File: config.mk
export PLATFORM = sky130hd
export DESIGN_NAME = clock_enable_generator_flat
export DESIGN_NICKNAME = d
export VERILOG_FILES = /design/src/rtl/clock_enable_generator_if.sv /design/src/rtl/clock_enable_generator.sv /design/src/flat_wrapper.sv
export SDC_FILE = /design/constraint.sdc
export NUM_CORES = 1
export LEC_CHECK = 0
export ABC_AREA = 1
export CAP_MARGIN = 10
export CORE_AREA = 2 2 187 189
export CTS_CLUSTER_SIZE = 30
export DETAILED_ROUTE_END_ITERATION = 7
export DIE_AREA = 0 0 189 191
export GPL_TIMING_DRIVEN = 0
export PLACE_DENSITY_LB_ADDON = 0.1
export SYNTH_ARGS = -nofsm -noshare
export SYNTH_HDL_FRONTEND = slang
export SYNTH_SLANG_ARGS = --single-unit
File: constraint.sdc
create_clock -name clkin_in -period 2.3 [get_ports clkin_in]
set_clock_uncertainty 0.1 [all_clocks]
set_input_delay 0.46 -clock clkin_in [delete_from_list [all_inputs] [get_ports clkin_in]]
set_output_delay 0.46 -clock clkin_in [all_outputs]
set_load 0.1 [all_outputs]
File: src/rtl/clock_enable_generator_if.sv
// clock_enable_generator_if: byte-serial configuration bus with commit acknowledge/error pulses.
interface clock_enable_generator_if #(
   parameter int DATA_WIDTH = 8,
   parameter int SELECT_WIDTH = 3
);
   logic [DATA_WIDTH-1:0] conf_bus;
   logic [SELECT_WIDTH-1:0] sel;
   logic conf_ack;
   logic conf_err;
   modport master (output conf_bus, sel, input conf_ack, conf_err);
   modport slave (input conf_bus, sel, output conf_ack, conf_err);
endinterface

File: src/rtl/clock_enable_generator.sv
// clock_enable_generator: per-channel tick enables with byte-serially programmed dividers and lock detect.
// Optional PHASE_OFFSET_EN: each command also carries a phase preload for its tick counter.
module clock_enable_generator #(
   parameter int NUM_CHANNELS = 4,
   parameter int DATA_WIDTH = 8,
   parameter int ITERATION_VARIABLE_WIDTH = 16,
   parameter int SELECT_WIDTH = 3,
   parameter logic [SELECT_WIDTH-1:0] SELECT_ID = SELECT_WIDTH'(1),
   parameter int SETTLE_CYCLES = 8
) (
   input logic clkin_in,
   input logic reset_n,
   clock_enable_generator_if.slave cfg,
   output logic [NUM_CHANNELS*ITERATION_VARIABLE_WIDTH-1:0] div_reg,
   output logic [NUM_CHANNELS-1:0] tick,
   output logic locked_out
);
   localparam int W = ITERATION_VARIABLE_WIDTH;
   localparam int BYTES = (W + DATA_WIDTH - 1) / DATA_WIDTH;
`ifdef PHASE_OFFSET_EN
   localparam int NV = 2 * BYTES;
`else
   localparam int NV = BYTES;
`endif
   localparam int CW = NUM_CHANNELS > 1 ? $clog2(NUM_CHANNELS) : 1;
   localparam int BW = NV > 1 ? $clog2(NV) : 1;
   localparam int SW = SETTLE_CYCLES > 1 ? $clog2(SETTLE_CYCLES) : 1;
   localparam logic [DATA_WIDTH-1:0] NC = DATA_WIDTH'(NUM_CHANNELS);
   typedef enum logic [1:0] {IDLE, LOAD_VAL, COMMIT} cfg_state_t;
   typedef enum logic [1:0] {UNLOCKED, SETTLE, LOCKED} lock_state_t;
   cfg_state_t cstate;
   lock_state_t lstate;
   logic [CW-1:0] ch;
   logic oor;
   logic [BW-1:0] byte_cnt;
   logic [NV*DATA_WIDTH-1:0] shadow, shadow_nxt;
   logic [NUM_CHANNELS-1:0] programmed;
   logic [SW-1:0] settle_cnt;
   logic [NUM_CHANNELS-1:0][W-1:0] cnt, start;
   logic strobe, last, commit_ok;
   assign strobe = cfg.sel == SELECT_ID;
   assign last = cstate == LOAD_VAL && strobe && byte_cnt == BW'(NV - 1);
   assign commit_ok = last && !oor;
   always_comb begin
      shadow_nxt = shadow;
      for (int b = 0; b < NV; b++)
         if (byte_cnt == BW'(b)) shadow_nxt[b*DATA_WIDTH +: DATA_WIDTH] = cfg.conf_bus;
   end
`ifdef PHASE_OFFSET_EN
   logic [NUM_CHANNELS-1:0][W-1:0] phase_reg;
   logic enter_lock;
   assign enter_lock = lstate == SETTLE && settle_cnt == '0 && !commit_ok;
   // a phase at or beyond the divider would skip the wrap point, so it starts from 0
   always_comb begin
      start = '0;
      for (int c = 0; c < NUM_CHANNELS; c++)
         start[c] = (enter_lock && phase_reg[c] < div_reg[c*W +: W]) ? phase_reg[c] : '0;
   end
   always_ff @(posedge clkin_in or negedge reset_n)
      if (!reset_n) phase_reg <= '0;
      else if (commit_ok)
         for (int c = 0; c < NUM_CHANNELS; c++)
            if (CW'(c) == ch) phase_reg[c] <= shadow_nxt[BYTES*DATA_WIDTH +: W];
`else
   assign start = '0;
`endif
   // the commit side effects land on the edge entering COMMIT so conf_ack is high during COMMIT
   always_ff @(posedge clkin_in or negedge reset_n)
      if (!reset_n) begin
         cstate <= IDLE;
         ch <= '0;
         oor <= 1'b0;
         byte_cnt <= '0;
         shadow <= '0;
         div_reg <= '0;
         programmed <= '0;
         cfg.conf_ack <= 1'b0;
         cfg.conf_err <= 1'b0;
      end else begin
         cfg.conf_ack <= 1'b0;
         cfg.conf_err <= 1'b0;
         if (cstate == IDLE && strobe) begin
            ch <= cfg.conf_bus[CW-1:0];
            oor <= cfg.conf_bus >= NC;
            byte_cnt <= '0;
            cstate <= LOAD_VAL;
         end else if (cstate == LOAD_VAL && strobe) begin
            shadow <= shadow_nxt;
            byte_cnt <= byte_cnt + 1'b1;
            if (last) begin
               cstate <= COMMIT;
               cfg.conf_ack <= !oor;
               cfg.conf_err <= oor;
               for (int c = 0; c < NUM_CHANNELS; c++)
                  if (!oor && CW'(c) == ch) begin
                     div_reg[c*W +: W] <= shadow_nxt[W-1:0];
                     programmed[c] <= 1'b1;
                  end
            end
         end else if (cstate == COMMIT) cstate <= IDLE;
      end
   always_ff @(posedge clkin_in or negedge reset_n)
      if (!reset_n) begin
         lstate <= UNLOCKED;
         settle_cnt <= '0;
         locked_out <= 1'b0;
      end else if (commit_ok) begin
         lstate <= UNLOCKED;
         locked_out <= 1'b0;
      end else if (lstate == UNLOCKED && &programmed) begin
         lstate <= SETTLE;
         settle_cnt <= SW'(SETTLE_CYCLES - 1);
      end else if (lstate == SETTLE) begin
         if (settle_cnt == '0) begin
            lstate <= LOCKED;
            locked_out <= 1'b1;
         end else settle_cnt <= settle_cnt - 1'b1;
      end
   always_comb begin
      tick = '0;
      for (int c = 0; c < NUM_CHANNELS; c++)
         tick[c] = locked_out && div_reg[c*W +: W] != '0 && cnt[c] == div_reg[c*W +: W] - W'(1);
   end
   always_ff @(posedge clkin_in or negedge reset_n)
      if (!reset_n) cnt <= '0;
      else
         for (int c = 0; c < NUM_CHANNELS; c++)
            cnt[c] <= (!locked_out || commit_ok) ? start[c] : tick[c] ? '0 : cnt[c] + 1'b1;
endmodule

File: src/flat_wrapper.sv
// flat-port wrapper written by rule: the top's interface ports become plain ports
module clock_enable_generator_flat 
#(
   parameter int NUM_CHANNELS = 4,
   parameter int DATA_WIDTH = 8,
   parameter int ITERATION_VARIABLE_WIDTH = 16,
   parameter int SELECT_WIDTH = 3,
   parameter logic [SELECT_WIDTH-1:0] SELECT_ID = SELECT_WIDTH'(1),
   parameter int SETTLE_CYCLES = 8
)
  (clkin_in, reset_n, div_reg, tick, locked_out, cfg_conf_bus, cfg_sel, cfg_conf_ack, cfg_conf_err);
  clock_enable_generator_if #(.DATA_WIDTH(DATA_WIDTH), .SELECT_WIDTH(SELECT_WIDTH)) cfg_i ();
  input logic clkin_in;
  input logic reset_n;
  output logic [NUM_CHANNELS*ITERATION_VARIABLE_WIDTH-1:0] div_reg;
  output logic [NUM_CHANNELS-1:0] tick;
  output logic locked_out;
  input wire logic [$bits(cfg_i.conf_bus)-1:0] cfg_conf_bus;
  input wire logic [$bits(cfg_i.sel)-1:0] cfg_sel;
  output wire logic [$bits(cfg_i.conf_ack)-1:0] cfg_conf_ack;
  output wire logic [$bits(cfg_i.conf_err)-1:0] cfg_conf_err;
  assign cfg_i.conf_bus = cfg_conf_bus;
  assign cfg_i.sel = cfg_sel;
  assign cfg_conf_ack = cfg_i.conf_ack;
  assign cfg_conf_err = cfg_i.conf_err;
  clock_enable_generator #(.NUM_CHANNELS(NUM_CHANNELS), .DATA_WIDTH(DATA_WIDTH), .ITERATION_VARIABLE_WIDTH(ITERATION_VARIABLE_WIDTH), .SELECT_WIDTH(SELECT_WIDTH), .SELECT_ID(SELECT_ID), .SETTLE_CYCLES(SETTLE_CYCLES)) u_core (.clkin_in(clkin_in), .reset_n(reset_n), .cfg(cfg_i), .div_reg(div_reg), .tick(tick), .locked_out(locked_out));
endmodule
Word-level counts from Yosys, hierarchy flattened
Index checks and enable logic that the tools add are counted.
{ "totals": {"reg_bits": 162, "input_bits": 13, "output_inout_bits": 71, "word_cells": 127} }
{ "op_classes": {"add_sub_neg": 10, "magnitude_cmp": 1, "n_eq_ne": 14, "n_mux": 33, "bitwise": 2, "n_reduce_logical": 45} }
{ "op_table": {"columns": ["cell", "count"], "rows": [
  ["two-way mux 16 bit", 8],
  ["adder 16 x 1 -> 16 bit, second input constant", 4],
  ["== test 16 bit", 4],
  ["nonzero test 16 bit", 4],
  ["subtractor 16 x 1 -> 16 bit, second input constant", 4],
  ["AND reduction 4 bit", 5],
  ["logical AND 1 bit", 17],
  ["two-way mux 2 bit", 8],
  ["two-way mux 8 bit", 2],
  ["two-way mux 1 bit", 12],
  ["two-way mux 3 bit", 3],
  ["nonzero test 3 bit", 3],
  ["greater-or-equal comparator 8 x 3 -> 1 bit, second input constant", 1],
  ["nonzero test 2 bit", 4],
  ["zero test 2 bit", 3],
  ["AND reduction 2 bit", 3],
  ["AND reduction 3 bit", 2],
  ["== test 2 x 1 -> 1 bit, second input constant", 2],
  ["== test 2 bit, first input constant", 2],
  ["inequality test 2 x 1 -> 1 bit, second input constant", 2],
  ["== test 3 x 1 -> 1 bit, second input constant", 1],
  ["zero test 3 bit", 1],
  ["inequality test 3 x 1 -> 1 bit, second input constant", 1],
  ["subtractor 3 x 1 -> 3 bit, second input constant", 1],
  ["6 further kinds", 8]
]} }

Logic depth before layout (Yosys ltp)
{ "depth": {"ltp_word": 6, "depth_mapped": 16, "depth_no_buf": 15} }

Worst setup path after synthesis
No wires, ideal clock.
{ "synth_path": {"path_type": "register to output", "start": "register u_core.div_reg[48]", "end": "output tick[3]", "arrival_ns": 4.133, "required_time_ns": 1.740, "slack_ns": -2.393, "path_stages_with_launch": 12, "path_buffers": 0, "cell_sequence": "dfrtp_1 -> inv_1 -> ha_1 -> nand2_1 -> inv_1 -> o21ai_0 -> nand2_1 -> nor2_1 -> nand2_1 -> nor2_1 -> nand3_1 -> nor3_1"} }
{ "synth_between": {"elab_chain_len": 3, "word_cells_on_any_way": 5, "classes_between": "1 x add/sub; 1 x eq/ne; 3 x reduce/logical"} }
{ "synth_rtl": {"columns": ["element", "line_no", "text"], "rows": [
  ["start: declaration", "clock_enable_generator.sv:14", "output logic [NUM_CHANNELS*ITERATION_VARIABLE_WIDTH-1:0] div_reg,"],
  ["start signal: indexed assignment", "clock_enable_generator.sv:96", "div_reg[c*W +: W] <= shadow_nxt[W-1:0];"],
  ["subtractor 16 x 1 -> 16 bit / nonzero test 16 bit (equally long branches)", "clock_enable_generator.sv:122", "tick[c] = locked_out && div_reg[c*W +: W] != '0 && cnt[c] == div_reg[c*W +: W] - W'(1);"],
  ["== test 16 bit / logical AND 1 bit (equally long branches)", "clock_enable_generator.sv:122", null],
  ["logical AND 1 bit *", "clock_enable_generator.sv:122", null],
  ["end: declaration", "flat_wrapper.sv:16", "output logic [NUM_CHANNELS-1:0] tick;"]
]} }
Every way passes the cells marked *; elsewhere a longest branch is shown, timed or not.

Worst setup path after layout
Same ends and word-level chain as after synthesis.

==> results.ini <==
[clock_tree]
clock_latency_ns=0.43
cts-root-buf=clkbuf_16
clk_path_buf_depth=2
cts_buffers=17
tritoncts=built
clk_pin_slew_ns=0.06
cts_sinks=162
cts_max_level=4

[route]
viasPerCell=4.50
wl_mm=31.9
vias=9279
drt_iter0_drc=507
ant_nets=0
drt_pass1_iterations=4
avgRoutedWirePerCell_um=15.5
drc_errors=0

[cells_and_area]
final_layout_size_suffix_gt1_share_pct=21.8
layout.cells.non_filler=2061
finalNetCount=1620
syn_to_final_growth_pct=30.2
final_util_pct=38.6
diodes=0

[floorplanning]
num_rows=68
die_y_um=191
core_region_area_um2=34100
die_area_um2=36100
ios=84
start_util_pct=29.7
fp.dieW_um=189

[placement]
port_buffers=83
pre_cts_ws_ns=-1.30
place.gp.congestion=0.868
dp_hpwl_mm=23.8
dpl.cell_count=1986

[timing]
finalHoldWorstSlack_ns=0.353
grt_setup_unrepaired=true
hold_viol=0
finalSetupTns_ns=-2.47
layout_setup_ws_ns=-0.590
final.period_utilization_pct=126
finalSetupViolations=5
drv_slew=0
tightest_slew_ns=0.958
finalCriticalPeriod_ns=2.89
max_freq_ghz=0.346
relSlewSlack_pct=36.4

[power_and_ir_drop]
comb_power_share_pct=2.2
ir_drop_v=0.000487
power.switching_uw=1340
intPower_uw=4540
switching_share_pct=22.8
seq_power_share_pct=48.5
p_leak_uw=0.00626
clkPwrFrac_pct=49.3
power_density_nw_per_um2=445

[synth]
ys_ff_latch=162
syn-num-nets=1474
ys.flop_type=dfrtp_1
ys_seq_area_share_pct=40.0
syn_avg_cell_area_um2=7.00
synth-warning-count=0
synth_edf_count=0
yosysMostFrequentCell=nand2_1
yosysTopAreaCell=dfrtp_1
netlist_area_um2=10100
yosys-top-cells-area=dfrtp_1 40%, nand2_1 15%, nor2_1 8.3%
synth_commonest_cells=404 x nand2_1, 223 x nor2_1, 213 x inv_1, 162 x dfrtp_1, 88 x o21ai_0
async_reset_ff_share_pct=100
synth_top_area_share_pct=40.0
postSynthCellCount=1447
ys_types=39

[flow_run]
cap_viol_max_count=0

[worst_setup_path]
max_stage_delay_ns=0.50
crit_slowest_cell=dfrtp_4
start_kind=flip-flop
end_kind=output port
cp.required_ns=1.74
critical_path_class=reg2out
worst-path-max-fanout=6
worstPathCellList=inv_6, ha_4, nand2_4, nor2_4, nand2_2, xor2_1, nor2_1, nand3_1, nor3_4, buf_12
arrival_ns=2.33
crit_buf_inv=2
crit_family=simple AND/OR/NAND/NOR gates

[grt]
grtUsageTotal_pct=18.2
top_usage_layer=met2
antenna_found_initial=1
grt_use_met1_pct=24.7
grt_pass1_wl_mm=50.7
grtUsageMet2_pct=30.5
grt_max_degree=93
grt_util_met3_pct=2.85
grt_pass1_vias=8994
grt-ovfl-total=0

[run_status]
violations=negative setup slack
status=complete, but fails checks

[min_path]
hp-class=reg2reg

-- through the flow --
| step | total power, uW | cell area (um2) |
|---|---|---|
| after global routing | 6100 | 13200 |
| after detailed placement | 3040 | 11800 |
| after floorplan | 2920 | 10400 |
| final | 5870 | 13200 |
| after global placement | 3030 | 11800 |
| after CTS | 5980 | 13000 |
-- what timing repair did --
action                     in CTS  in global routing
gates cloned                    1                  2
hold endpoints to repair        3                  0
buffers inserted               79                 14
setup endpoints to repair     112                 96
hold buffers                    1                  0
resized for setup             270                 83
pin swaps                      27                 31
-- worst register-to-register path, cell delays in order, from the launching register on --
cell and delay, ns:
dfrtp_4 0.50, inv_4 0.07, ha_4 0.20, nand2_2 0.06, nand2_2 0.06, nor3_4 0.21
nand2_1 0.09, nor2_1 0.10, nand3_1 0.08, nor2_2 0.10, nand3_2 0.12, buf_4 0.18
nand2_8 0.09, clkbuf_16 0.15, nor2_1 0.04
-- cell usage in the layout (no fill, tap or decap), types with 6 or more instances in the layout --
master / instances
nand2_1: 386
inv_1: 199
nor2_1: 185
dfrtp_1: 103
o21ai_0: 83
nand3_1: 64
xor2_1: 64
dfrtp_2: 48
clkdlybuf4s15_2: 47
buf_4: 41
nor2_2: 34
xnor2_1: 28
o21ai_1: 26
nor3_1: 20
nor2_4: 19
nand4_1: 19
clkbuf_16: 18
nand2_2: 16
clkbuf_2: 15
a21oi_1: 13
clkdlybuf4s50_1: 11
dfrtp_4: 11
nand3b_1: 10
ha_1: 10
buf_6: 9
inv_4: 8
clkbuf_1: 7
a21oi_2: 7
inv_2: 6
nand3_2: 6
nand3_4: 6
nor3_4: 6
-- power groups by stage --
| stage | registers (uW) | logic (uW) | clock network [uW] |
|---|---|---|---|
| floorplan | 2900 | 19.0 | 0 |
| global placement | 2900 | 129 | 0 |
| detailed placement | 2900 | 136 | 0 |
| CTS | 2850 | 138 | 3000 |
| global route | 2840 | 147 | 3100 |
| finish | 2850 | 130 | 2900 |
-- layer usage --
layer | vias to the layer above | wire, um
li1 | 4789 | -
met1 | 4333 | 15300
met2 | 133 | 15200
met3 | 22 | 994
met4 | 2 | 411
met5 | - | 11
-- layout make-up --
class,count,area (um2)
fill,3591,20900
multi-input combinational,1042,5580
sequential,162,4160
timing repair buffer,127,1260
inverter,216,845
tap,455,569
clock buffer,20,457
buffer,27,184
clock inverter,12,133
-- worst paths after layout --
path	startpoint	to	slack (ns)	depth (start not counted)
max reg2reg	u_core.div_reg[33]$_DFFE_PN0P_	u_core.cnt[38]$_DFF_PN0_	0.03	14
min reg2reg	u_core.programmed[0]$_DFFE_PN0P_	u_core.programmed[0]$_DFFE_PN0P_	0.35	2
max	u_core.div_reg[48]$_DFFE_PN0P_	tick[3]	-0.59	10
min	u_core.programmed[0]$_DFFE_PN0P_	u_core.programmed[0]$_DFFE_PN0P_	0.35	2
min in group asynchronous	reset_n	u_core.cnt[63]$_DFF_PN0_	0.56	2
max in group asynchronous	reset_n	u_core.div_reg[20]$_DFFE_PN0P_	0.67	3
-- cells by family (layout without fill, tap and decap cells) --
logic type	count (synthesis)	in the layout	share of synthesized area (%)
compound gates	141	141	7.37
simple gates	793	793	33.2
flops	162	162	40.0
fa+ha+maj	14	14	1.73
buf+inv	243	402	9.58
xor+xnor	94	94	8.13
No activity file was read; power rests on OpenSTA's default activity.
